### config.mk
export PLATFORM = sky130hd
export DESIGN_NAME = psg_mix_dac
export DESIGN_NICKNAME = d
export VERILOG_FILES = /design/src/rtl/psg_mix_dac.sv
export SDC_FILE = /design/constraint.sdc
export NUM_CORES = 1
export LEC_CHECK = 0
export CAP_MARGIN = 20
export CORE_ASPECT_RATIO = 1.1
export CORE_UTILIZATION = 45
export CTS_CLUSTER_DIAMETER = 50
export DETAILED_ROUTE_END_ITERATION = 12
export GPL_TIMING_DRIVEN = 0
export PLACE_DENSITY_LB_ADDON = 0.2
export REMOVE_ABC_BUFFERS = 1
export SLEW_MARGIN = 20
export SYNTH_ARGS = -nofsm -noshare
export SYNTH_HDL_FRONTEND = slang
export SYNTH_SLANG_ARGS = --single-unit
### constraint.sdc
create_clock -name CLK -period 5.2 [get_ports CLK]
set_input_delay 1.04 -clock CLK [delete_from_list [all_inputs] [get_ports CLK]]
set_output_delay 1.04 -clock CLK [all_outputs]
set_load 0.01 [all_outputs]
### src/rtl/psg_mix_dac.sv
// PSG output stage: ABC/ACB/mono mixer, click-free gain ramp and a
// first-order delta-sigma 1-bit DAC per side, with registered 10-bit PCM.
module psg_mix_dac #(
   parameter int         RAMP_DIV   = 4096,
   parameter logic [7:0] BEEP_LEVEL = 8'hFF
) (
   input  logic       CLK,
   input  logic       RESET,
   input  logic [7:0] CH_A,
   input  logic [7:0] CH_B,
   input  logic [7:0] CH_C,
   input  logic       BEEPER,
   input  logic [1:0] MODE,
   input  logic       MUTE,
   output logic [9:0] PCM_L,
   output logic [9:0] PCM_R,
   output logic       DAC_L,
   output logic       DAC_R,
   output logic [4:0] GAIN,
   output logic       BUSY
);

   typedef enum logic [1:0] {IDLE, FADE_IN, RUN, FADE_OUT} state_t;

   localparam int            CW        = (RAMP_DIV > 2) ? $clog2(RAMP_DIV) : 1;
   localparam logic [CW-1:0] RAMP_LOAD = CW'(RAMP_DIV - 1);

   state_t        state, state_nx;
   logic [4:0]    gain, gain_nx;
   logic [1:0]    mode_act, mode_act_nx;
   logic [CW-1:0] ramp_cnt;
   logic          tick;

   logic [9:0]  a10, b10, c10, bp10, b_half, c_half;
   logic [9:0]  mix_l_nx, mix_r_nx, mix_l, mix_r;
   logic [13:0] prod_l, prod_r;
   logic [10:0] acc_l, acc_r;
   logic        prod_unused;

   // Free-running gain-step timebase, deliberately independent of the FSM.
   // NOTE: sequential state is updated with non-blocking assignments so every
   // register samples pre-edge values, regardless of block ordering.
   always_ff @(posedge CLK) begin
      if (RESET) ramp_cnt <= RAMP_LOAD;
      else if (ramp_cnt == '0) ramp_cnt <= RAMP_LOAD;
      else ramp_cnt <= ramp_cnt - CW'(1);
   end

   assign tick = (ramp_cnt == '0);

   always_ff @(posedge CLK) begin
      if (RESET) begin
         state    <= IDLE;
         gain     <= 5'd0;
         mode_act <= 2'b00;
      end else begin
         state    <= state_nx;
         gain     <= gain_nx;
         mode_act <= mode_act_nx;
      end
   end

   // NOTE: every output of this block gets a default first, so no path can
   // leave a variable unassigned and infer a latch.
   always_comb begin
      state_nx    = state;
      gain_nx     = gain;
      mode_act_nx = mode_act;
      unique case (state)
         IDLE: begin
            gain_nx     = 5'd0;
            mode_act_nx = MODE;
            if (!MUTE) state_nx = FADE_IN;
         end
         FADE_IN: begin
            if (MUTE || (MODE != mode_act)) begin
               state_nx = FADE_OUT;
            end else if (tick) begin
               gain_nx = gain + 5'd1;
               if (gain >= 5'd15) state_nx = RUN;
            end
         end
         RUN: begin
            gain_nx = 5'd16;
            if (MUTE || (MODE != mode_act)) state_nx = FADE_OUT;
         end
         FADE_OUT: begin
            if (gain == 5'd0) state_nx = IDLE;
            else if (tick) gain_nx = gain - 5'd1;
         end
         default: begin
            state_nx = IDLE;
            gain_nx  = 5'd0;
         end
      endcase
   end

   assign a10    = {2'b00, CH_A};
   assign b10    = {2'b00, CH_B};
   assign c10    = {2'b00, CH_C};
   assign b_half = {3'b000, CH_B[7:1]};
   assign c_half = {3'b000, CH_C[7:1]};
   assign bp10   = BEEPER ? {2'b00, BEEP_LEVEL} : 10'd0;

   // Mixing follows mode_act, which only changes while the gain is zero.
   always_comb begin
      mix_l_nx = '0;
      mix_r_nx = '0;
      if (mode_act[1]) begin
         mix_l_nx = a10 + b10 + c10 + bp10;
         mix_r_nx = mix_l_nx;
      end else if (mode_act[0]) begin
         mix_l_nx = a10 + c_half + bp10;
         mix_r_nx = b10 + c_half + bp10;
      end else begin
         mix_l_nx = a10 + b_half + bp10;
         mix_r_nx = c10 + b_half + bp10;
      end
   end

   // Max product is 1020*16 = 16320, which fits 14 bits exactly.
   assign prod_l      = {4'b0000, mix_l} * {9'd0, gain};
   assign prod_r      = {4'b0000, mix_r} * {9'd0, gain};
   assign prod_unused = &{1'b0, prod_l[3:0], prod_r[3:0]};

   // NOTE: the pipeline and accumulators are plain registers, not memories,
   // so they are cleared on reset to give a silent, deterministic start.
   always_ff @(posedge CLK) begin
      if (RESET) begin
         mix_l <= '0;
         mix_r <= '0;
         PCM_L <= '0;
         PCM_R <= '0;
         acc_l <= '0;
         acc_r <= '0;
      end else begin
         mix_l <= mix_l_nx;
         mix_r <= mix_r_nx;
         PCM_L <= prod_l[13:4];
         PCM_R <= prod_r[13:4];
         acc_l <= {1'b0, acc_l[9:0]} + {1'b0, PCM_L};
         acc_r <= {1'b0, acc_r[9:0]} + {1'b0, PCM_R};
      end
   end

   // The carry out of each 10-bit accumulation is the 1-bit DAC output.
   assign DAC_L = acc_l[10];
   assign DAC_R = acc_r[10];
   assign GAIN  = gain;
   assign BUSY  = (state != RUN);

endmodule
==> run metrics, run 1 <==
Post-Synth XOR/XNOR Area 0.06010; CTS Buf Count 9; Final Wtd Congestion 0.8152; 1st-pass router iterations 4; Post-synth EDFFs 0; CTS H-tree depth 3; DRT antenna net count 0; area share of fa/ha/maj cells after synthesis 0.3673; run status complete, no violations; post-CTS setup buffer count 0; critical path capture point type flop; hold violation count in the final report 0; global route total overflow 0; synth unique cells 58; Slew headroom 0.2938; CP Launch Type flop; yosys warns 0; Worst-path clk slew 80 ps; non-filler instance count after layout 1,291; largest family of logic cells by synthesized area adder cells; largest net degree at the start of global routing 63; CTS tree yes; Final Skew 14.10 ps; Max VDD drop 0.1742 mV; Cells after Synth 994; Area Overhead vs Synth 12.48%; Worst Tran Pin Value 1058 ps; Crit Path Category reg2reg; Hold Path Class reg2reg; Crit path buffers/inverters 2; Synth Area in Compound Gates 0.1444; critical path peak fanout 25; number of antenna diodes 0; Die ar. 20,320 um2; vias in the first global route 6,614; Crit path largest cell delay 870 ps; power per standard cell area 285.0 nW/um2; Synth Flop Type dfxtp_1; crit path cell chain and2_1, fa_1, fa_1, inv_1, fa_1, inv_1, ha_1, and4_1, a221o_1, a41o_1, a41o_1, mux2i_1, a311o_1; Leak 4.521 nW; Highest Clock Rate 0.2096 GHz; Slowest cell on crit path dfxtp_1; Mean Syn Cell Area 8.943 um2; post-route core utilization 0.5200; clock root buffer clkbuf_16; starting density of the core 0.4623; Tcrit/Tclk final 0.9173; Crit path max-delay family adder cells; # fillers 1,832; cell mode on critical path fa_1; hpwl dp 14.32 mm; DRC Markers 0; fraction of the mapped netlist area in simple logic gates 0.1721; layout cells sized above 1 0.02586; DIE HEIGHT 149.4 um; total track usage 0.1902; Final Net Count 1,273; port bufs 57; Yosys reg bits 83; I/O pin count 58; Synth top area share 0.2139; Final Total Pwr 2.850 mW; mux cell area share after synthesis 0.01239; vias per cell 5.188; mapped cell area 8890 um2; final setup fails 0; DP Cell Count 1,275; clock buffer depth 2; die span in x 136.0 um; CTS sink count 83; 1st-iter DRT viols 308; RSZ-0062 raised after global routing no; Synth area leaders fa_1 21%, dfxtp_1 19%, ha_1 15%; global-route wire length before repair 30.80 mm; area leader, netlist fa_1; ys async rst share 0; crit path DAT 5000 ps; # hold bufs at CTS 0; via count 6,698; Core ar. 19,230 um2; Period minus WS final 4770 ps; count of pins over their slew limit 0; max_cap viols 0; critical path data required time 5430 ps; Worst-Skew Late Latency 350 ps; routed wire length 17.86 mm; Routed wire per std cell 13.83 um; Resize count post-CTS 0; initial antenna violation count 0; sequential-to-total area share from yosys stat 0.1869; row cnt 53
cell usage in the layout, fill, tap and decap left out, types with 13 or more instances in the layout:
cell and instances:
a21oi_1 46, inv_1 108, nor2b_1 16, nand2_1 77, xnor2_1 38, o21a_1 21, ha_1 109, nor2_1 77
fa_1 95, a211oi_1 13, o21ai_0 39, dfxtp_1 83, and2_1 65, nor3_1 25, a21o_1 13, xor2_1 23
clkdlybuf4s50_1 55
stage by stage:
step	area, um2	setup TNS (ps)	hold WS (ps)	setup WS [ps]
global placement	9678	-5337	420.5	-595.4
CTS	10000	0	457.7	383.1
finish	10000	0	444.4	430.0
global route	10000	0	475.2	211.9
detailed placement	9691	0	436.4	408.7
floorplan	8798	0	395.1	837.7
cell families after synthesis:
kind of cell    Yosys count
compound gates          192
xor+xnor                 61
mux                      11
flops                    83
fa+ha+maj               204
buf+inv                 134
simple gates            309
synthesized netlist by cell type, types with 2 or more instances:
master / n
a41o_1: 2
ha_1: 109
o41ai_1: 7
dfxtp_1: 83
buf_1: 2
mux2i_1: 11
nor2b_1: 16
o21bai_1: 6
clkbuf_1: 21
clkinv_1: 2
a2111oi_0: 3
and2_1: 65
a21boi_0: 7
a311oi_1: 2
nand2_1: 77
o21a_1: 21
a31oi_1: 5
and3_1: 5
or3_1: 9
o21ai_0: 39
xor2_1: 23
nor4_1: 5
nand2b_1: 11
a31o_2: 3
nand4_1: 2
and4_1: 2
a21oi_1: 46
a221o_1: 2
nand3_1: 6
nor3_1: 25
xnor2_1: 38
a211oi_1: 13
o31a_1: 6
a221oi_1: 4
a21o_1: 13
fa_1: 95
a21boi_1: 2
inv_1: 108
nor2_1: 77
nor4b_1: 3
power by group:
part	internal, mW	switching, mW	leakage (nW)
combinational	0.582	0.665	3.70
clock	0.381	0.283	0.149
sequential	0.753	0.187	0.677
metal layers:
| metal | vias to the layer above | share of wire | wire, um | track usage |
|---|---|---|---|---|
| li1 | 3431 | - | - | - |
| met1 | 3155 | 0.49 | 8687 | 0.2497 |
| met2 | 96 | 0.48 | 8517 | 0.3261 |
| met3 | 16 | 0.024 | 426 | 0.02676 |
| met4 | 0 | 0.013 | 227 | 0.04889 |
| met5 | - | 0 | 0 | 0 |
registers in the layout (all words and copies together) (netlist names):
register / cells
mode_act: 2
GAIN: 5
acc_l: 11
mix_r: 10
PCM_R: 10
PCM_L: 10
ramp_cnt: 12
acc_r: 11
state: 2
mix_l: 10
layout make-up:
cell class | instances | area (um2) | area share
tap | 247 | 309.0 | 0.03091
sequential | 83 | 1662 | 0.1662
inverter | 110 | 412.9 | 0.04129
multi-input combinational | 777 | 6724 | 0.6724
timing repair buffer | 58 | 583.1 | 0.05831
clock buffer | 9 | 225.2 | 0.02252
clock inverter | 7 | 83.83 | 0.008383
path summary, 6_finish.rpt:
kind / start / to / slack, ps / depth (start not counted)
max: GAIN[2]$_SDFFE_PP0P_ / PCM_L[9]$_SDFF_PP0_ / 430 / 13
min: ramp_cnt[0]$_SDFF_PP1_ / ramp_cnt[0]$_SDFF_PP1_ / 440 / 1
min reg2reg: ramp_cnt[0]$_SDFF_PP1_ / ramp_cnt[0]$_SDFF_PP1_ / 440 / 1
max reg2reg: GAIN[2]$_SDFFE_PP0P_ / PCM_L[9]$_SDFF_PP0_ / 430 / 13
(Power assumes the default switching activity.)
==> run 2: changes to the inputs <==
--- a/config.mk
+++ b/config.mk
@@ -8,7 +8,7 @@
 export CAP_MARGIN = 20
 export CORE_ASPECT_RATIO = 1.1
 export CORE_UTILIZATION = 45
-export CTS_CLUSTER_DIAMETER = 50
+export CTS_CLUSTER_DIAMETER = 40
 export DETAILED_ROUTE_END_ITERATION = 12
 export GPL_TIMING_DRIVEN = 0
 export PLACE_DENSITY_LB_ADDON = 0.2
==> results of run 2 <==
Same layout as run 1: the final DEF is identical, and so are final timing and power.
==> run 3: changes to the inputs <==
--- a/config.mk
+++ b/config.mk
@@ -5,6 +5,7 @@
 export SDC_FILE = /design/constraint.sdc
 export NUM_CORES = 1
 export LEC_CHECK = 0
+export ABC_CLOCK_PERIOD_IN_PS = 5200
 export CAP_MARGIN = 20
 export CORE_ASPECT_RATIO = 1.1
 export CORE_UTILIZATION = 45
==> results of run 3 <==
Same layout as run 1: the final DEF is identical, and so are final timing and power.
